[config.mk]
export PLATFORM = sky130hd
export DESIGN_NAME = wr_ptr_ctrl_flat
export DESIGN_NICKNAME = d
export VERILOG_FILES = /design/src/rtl/wr_ptr_ctrl_if.sv /design/src/rtl/wr_ptr_ctrl.sv /design/src/flat_wrapper.sv
export SDC_FILE = /design/constraint.sdc
export NUM_CORES = 1
export LEC_CHECK = 0
export CAP_MARGIN = 0
export CORE_MARGIN = 3
export CORE_UTILIZATION = 47
export CTS_CLUSTER_DIAMETER = 60
export CTS_CLUSTER_SIZE = 14
export DETAILED_ROUTE_END_ITERATION = 6
export GPL_ROUTABILITY_DRIVEN = 0
export GPL_TIMING_DRIVEN = 1
export HOLD_SLACK_MARGIN = 0.05
export PLACE_DENSITY = 0.74
export SLEW_MARGIN = 25
export SYNTH_ARGS = -nofsm -noshare
export SYNTH_HDL_FRONTEND = slang
export SYNTH_SLANG_ARGS = --single-unit
[constraint.sdc]
create_clock -name w_clk -period 2.8 [get_ports w_clk]
set_input_delay 0.56 -clock w_clk [delete_from_list [all_inputs] [get_ports w_clk]]
set_output_delay 0.56 -clock w_clk [all_outputs]
set_load 0.02 [all_outputs]
[src/rtl/wr_ptr_ctrl_if.sv]
// Write-side FIFO controller bus: client request/flag signals plus the
// cross-domain gray pointers exchanged with the read-side controller.
interface wr_ptr_ctrl_if #(
  parameter int PTR_SIZE = 4
);
  logic                wr_en;
  logic                ovf_clr;
  logic [PTR_SIZE:0]   g_rd_ptr;
  logic [PTR_SIZE-1:0] wr_addr;
  logic [PTR_SIZE:0]   b_wr_ptr;
  logic [PTR_SIZE:0]   g_wr_ptr;
  logic                wr_ack;
  logic                full;
  logic                almost_full;
  logic [PTR_SIZE:0]   wr_level;
  logic                overflow;

  modport master (
    output wr_en, ovf_clr, g_rd_ptr,
    input  wr_addr, b_wr_ptr, g_wr_ptr, wr_ack, full, almost_full, wr_level, overflow
  );

  modport slave (
    input  wr_en, ovf_clr, g_rd_ptr,
    output wr_addr, b_wr_ptr, g_wr_ptr, wr_ack, full, almost_full, wr_level, overflow
  );
endinterface

[src/rtl/wr_ptr_ctrl.sv]
// Async FIFO write-domain controller: binary/gray write pointers, read-pointer
// synchroniser and registered full/almost_full/level/overflow flags.
module wr_ptr_ctrl #(
  parameter int DEPTH        = 16,
  parameter int PTR_SIZE     = $clog2(DEPTH),
  parameter int SYNC_STAGES  = 2,
  parameter int AFULL_THRESH = DEPTH - 2
) (
  input logic          w_clk,
  input logic          w_reset_n,
  wr_ptr_ctrl_if.slave bus
);
  localparam logic [PTR_SIZE:0] AFULL_LVL = (PTR_SIZE + 1)'(AFULL_THRESH);

  logic [PTR_SIZE:0] sync_q [SYNC_STAGES];
  logic [PTR_SIZE:0] g_rd_s;
  logic [PTR_SIZE:0] b_rd_s;
  logic [PTR_SIZE:0] b_next;
  logic [PTR_SIZE:0] g_next;
  logic [PTR_SIZE:0] level_next;
  logic              accept;

  logic [PTR_SIZE:0] b_q;
  logic [PTR_SIZE:0] g_q;
  logic [PTR_SIZE:0] level_q;
  logic              ack_q;
  logic              full_q;
  logic              afull_q;
  logic              ovf_q;

  assign g_rd_s = sync_q[SYNC_STAGES-1];

  // Gray-to-binary as a prefix XOR of successively shifted copies.
  always_comb begin
    b_rd_s = g_rd_s;
    for (int unsigned i = 1; i <= unsigned'(PTR_SIZE); i++) begin
      b_rd_s = b_rd_s ^ (g_rd_s >> i);
    end
  end

  assign accept     = bus.wr_en & ~full_q;
  assign b_next     = b_q + {{PTR_SIZE{1'b0}}, accept};
  assign g_next     = b_next ^ (b_next >> 1);
  assign level_next = b_next - b_rd_s;

  always_ff @(posedge w_clk) begin
    if (!w_reset_n) begin
      sync_q  <= '{default: '0};
      b_q     <= '0;
      g_q     <= '0;
      level_q <= '0;
      ack_q   <= 1'b0;
      full_q  <= 1'b0;
      afull_q <= 1'b0;
      ovf_q   <= 1'b0;
    end else begin
      sync_q[0] <= bus.g_rd_ptr;
      for (int unsigned i = 1; i < unsigned'(SYNC_STAGES); i++) begin
        sync_q[i] <= sync_q[i-1];
      end
      b_q     <= b_next;
      g_q     <= g_next;
      ack_q   <= accept;
      // Full when the next write pointer sits exactly one lap ahead of the
      // synchronised read pointer (top two gray bits inverted).
      full_q  <= (g_next == {~g_rd_s[PTR_SIZE:PTR_SIZE-1], g_rd_s[PTR_SIZE-2:0]});
      level_q <= level_next;
      afull_q <= (level_next >= AFULL_LVL);
      ovf_q   <= (bus.wr_en & full_q) | (ovf_q & ~bus.ovf_clr);
    end
  end

  assign bus.wr_addr     = b_q[PTR_SIZE-1:0];
  assign bus.b_wr_ptr    = b_q;
  assign bus.g_wr_ptr    = g_q;
  assign bus.wr_ack      = ack_q;
  assign bus.full        = full_q;
  assign bus.almost_full = afull_q;
  assign bus.wr_level    = level_q;
  assign bus.overflow    = ovf_q;
endmodule

[src/flat_wrapper.sv]
// flat-port wrapper written by rule: the top's interface ports become plain ports
module wr_ptr_ctrl_flat 
#(
  parameter int DEPTH        = 16,
  parameter int PTR_SIZE     = $clog2(DEPTH),
  parameter int SYNC_STAGES  = 2,
  parameter int AFULL_THRESH = DEPTH - 2
)
  (w_clk, w_reset_n, bus_wr_en, bus_ovf_clr, bus_g_rd_ptr, bus_wr_addr, bus_b_wr_ptr, bus_g_wr_ptr, bus_wr_ack, bus_full, bus_almost_full, bus_wr_level, bus_overflow);
  wr_ptr_ctrl_if #(.PTR_SIZE(PTR_SIZE)) bus_i ();
  input logic w_clk;
  input logic w_reset_n;
  input wire logic [$bits(bus_i.wr_en)-1:0] bus_wr_en;
  input wire logic [$bits(bus_i.ovf_clr)-1:0] bus_ovf_clr;
  input wire logic [$bits(bus_i.g_rd_ptr)-1:0] bus_g_rd_ptr;
  output wire logic [$bits(bus_i.wr_addr)-1:0] bus_wr_addr;
  output wire logic [$bits(bus_i.b_wr_ptr)-1:0] bus_b_wr_ptr;
  output wire logic [$bits(bus_i.g_wr_ptr)-1:0] bus_g_wr_ptr;
  output wire logic [$bits(bus_i.wr_ack)-1:0] bus_wr_ack;
  output wire logic [$bits(bus_i.full)-1:0] bus_full;
  output wire logic [$bits(bus_i.almost_full)-1:0] bus_almost_full;
  output wire logic [$bits(bus_i.wr_level)-1:0] bus_wr_level;
  output wire logic [$bits(bus_i.overflow)-1:0] bus_overflow;
  assign bus_i.wr_en = bus_wr_en;
  assign bus_i.ovf_clr = bus_ovf_clr;
  assign bus_i.g_rd_ptr = bus_g_rd_ptr;
  assign bus_wr_addr = bus_i.wr_addr;
  assign bus_b_wr_ptr = bus_i.b_wr_ptr;
  assign bus_g_wr_ptr = bus_i.g_wr_ptr;
  assign bus_wr_ack = bus_i.wr_ack;
  assign bus_full = bus_i.full;
  assign bus_almost_full = bus_i.almost_full;
  assign bus_wr_level = bus_i.wr_level;
  assign bus_overflow = bus_i.overflow;
  wr_ptr_ctrl #(.DEPTH(DEPTH), .PTR_SIZE(PTR_SIZE), .SYNC_STAGES(SYNC_STAGES), .AFULL_THRESH(AFULL_THRESH)) u_core (.w_clk(w_clk), .w_reset_n(w_reset_n), .bus(bus_i));
endmodule
==> impl_metrics.tcl <==
set metrics [dict create \
    status "completed" \
    avgSynthCellArea_um2 9.777 \
    tightest_slew_ns 0.4499 \
    rows 18 \
    dp_cells 188 \
    wl_um 2134 \
    fin_tns_setup_ns 0 \
    vias 929 \
    setup_viol 0 \
    drtAntennaViolNets 0 \
    synthesis.nets 145 \
    io_buffers 31 \
    placed_cell_area_um2 1609 \
    antenna_found_initial 0 \
    die_area_um2 3341 \
    grt_pass1_wl_um 3663 \
    cp_max_fo 3 \
    globalRouteOverflowTotal 0 \
    root_buffer "clkbuf_4" \
    viasPerCell 4.813 \
    placeableCoreArea_um2 2522 \
    hold_viol 0 \
    synth_area_um2 1261 \
    slew_headroom_pct 69.97 \
    fmaxAchievable_ghz 0.3828 \
    rsz0062_at_grt "no" \
    final_nets 180 \
    nFillCells 213 \
    die_h_um 57.80 \
    ys_ff_latch 28 \
    cp_data_required_time_ns 3.00 \
    clkSlewWorstSetupHoldPaths_ns 0.14 \
    post-place-ws_ns -0.2292 \
    routedWlPerCell_um 11.06 \
    p_per_area_nw_per_um2 576.5 \
    hpwl_um 1679 \
    leakagePower_uw 0.0007088 \
    slew_viol_final 0 \
    drt_iter0_drc 12 \
    antennaDiodeCount 0 \
    seq_area_frac_synth_pct 44.44 \
    cts_made_buffers 3 \
    period_share_pct 93.30 \
    synth_cell_types 30 \
    syn-instance-count 129 \
    die_x_um 57.80 \
    start_util_pct 50.00 \
    clk_latency_ns 0.32 \
    io_pins 32 \
    crit_arrival_ns 2.81 \
    postLayoutCoreUtil_pct 66.87 \
    worstSetupStartpointType "input port" \
    crit_type "in2reg" \
    cts_max_path_buffers 2 \
    syn_to_final_growth_pct 33.73 \
    cts.sinks 28 \
    grt_pass1_vias 880 \
    hold_class "reg2reg" \
    maxCapViolCount 0 \
    postLayoutSetupSlackWorst_ns 0.1877 \
    fin_skew_ns 0.003520 \
    drc 0 \
    fin_cells 193 \
    cts_tree "built" \
    yosysWarnings 0 \
    ir_drop_v 0.0004727 \
    cp-end-kind "flop" \
    drive_above_1_share_pct 11.66 \
    grt_usage_pct 13.89 \
    grt_max_degree 17 \
    stdcell_area_um2 1687 \
    first_pass_iters 3 \
    ctsHoldBuffers 0 \
    min_period_ns 2.612 \
    ctsHtreeMaxLevel 1 \
]
[logic make-up (layout without fill, tap and decap cells)]
family,count (synthesis),after routing,share of synthesized area (%)
xor+xnor,23,23,15.97
fa+ha+maj,7,7,7.540
buf+inv,18,52,7.143
compound gates,10,10,4.564
flops,28,28,44.44
simple gates,43,43,20.34
[sequential cells by signal, indices dropped and copies added, names as in the netlist]
register	cells
u_core.bus.almost_full	1
u_core.bus.full	1
u_core.bus.g_wr_ptr	5
u_core.bus.wr_ack	1
u_core.bus.wr_level	5
u_core.bus.b_wr_ptr	4
u_core.bus.overflow	1
u_core.g_rd_s	5
u_core.sync_q	5
[Yosys cell counts]
master,count,area (um^2)
a21boi_0,1,7.510
and2_1,11,68.82
a21o_1,1,7.510
nand2b_1,1,6.260
xor2_1,9,78.83
xnor2_1,14,122.6
nand2_1,2,7.510
or3_1,1,6.260
nand4_1,1,6.260
o21a_1,1,7.510
nor4_2,1,12.51
clkbuf_1,2,7.510
clkbuf_2,1,5.000
nand3_1,3,15.01
nor3b_1,1,7.510
nand3b_1,1,7.510
o21ai_0,2,10.01
nor4b_4,1,23.77
a21oi_1,5,25.02
dfxtp_1,28,560.5
nor2b_1,3,18.77
inv_1,8,30.03
ha_1,6,75.07
nor2_1,14,52.55
and4b_1,1,10.01
and3_1,1,6.260
fa_1,1,20.02
and3_2,1,7.510
buf_4,5,37.54
buf_2,2,10.01
[cell usage in the layout (no fill, tap or decap)]
master,synthesis,final
clkdlybuf4s50_1,0,31
dfxtp_1,28,28
nor2_1,14,14
xnor2_1,14,13
and2_1,11,11
buf_4,5,9
xor2_1,9,8
inv_1,8,8
ha_1,6,6
a21oi_1,5,5
nand3_1,3,3
clkbuf_4,0,3
nand2_1,2,2
nor2b_1,3,2
o21ai_0,2,2
nor2b_2,0,1
xnor2_2,0,1
xor2_2,0,1
nand2b_1,1,1
nand4_1,1,1
a21o_1,1,1
o21a_1,1,1
or3_1,1,1
nand3b_1,1,1
and4b_1,1,1
a21boi_0,1,1
nor3b_1,1,1
and3_2,1,1
nor4_2,1,1
nor4b_4,1,1
and3_1,1,1
fa_1,1,1
bufinv_16,0,1
[per-stage QoR]
step	hold WS, ns	total power (uW)
global placement	0.4092	718.5
floorplan	0.4057	618.7
CTS	0.4531	979.2
finish	0.4475	972.3
global route	0.4667	1027
detailed placement	0.4193	725.2
[worst max-delay path: stages]
cell             delay [ns]
clkdlybuf4s50_1        0.47
nor2b_2                0.18
ha_1                   0.22
xor2_1                 0.27
inv_1                  0.12
fa_1                   0.46
inv_1                  0.07
a21o_1                 0.11
a21oi_1                0.07
xnor2_1                0.19
a21oi_1                0.09
[path summary, 6_finish.rpt]
path	start	to	slack, ns	depth (start not counted)
setup reg to reg	u_core.g_rd_s[4]	u_core.bus.almost_full	0.27	11
hold / removal	u_core.sync_q[7]	u_core.g_rd_s[2]	0.45	1
setup / recovery	bus_wr_en	u_core.bus.almost_full	0.19	11
hold reg to reg	u_core.sync_q[7]	u_core.g_rd_s[2]	0.45	1
[cell type report]
cell class	count	area [um^2]	area share [%]
Clock buffer	3	22.52	1.335
Clock inverter	1	30.03	1.780
Sequential cell	28	560.5	33.23
Timing Repair Buffer	40	377.9	22.40
Tap cell	30	37.54	2.226
Multi-Input combinational cell	83	628.1	37.24
Inverter	8	30.03	1.780
[timing repair]
item                                    CTS  global route
resized for setup                         0             3
setup buffers                             0             1
endpoints found under the setup margin    0             2
[layer usage]
metal  track usage [%]  part of all wire (%)  vias up
li1                  -                     -      468
met4             4.305                   1.7        0
met5                 0                     0        -
met2             25.65                    51       24
met3             3.563                   5.5        4
met1             15.44                    42      433
[report_power, final]
group	leakage (uW)	total, uW	switching, uW	internal, uW
clock network	0.0000279	254	109	145
logic	0.000450	272	129	142
registers	0.000231	447	14.9	432
No activity file was read; power rests on OpenSTA's default activity.
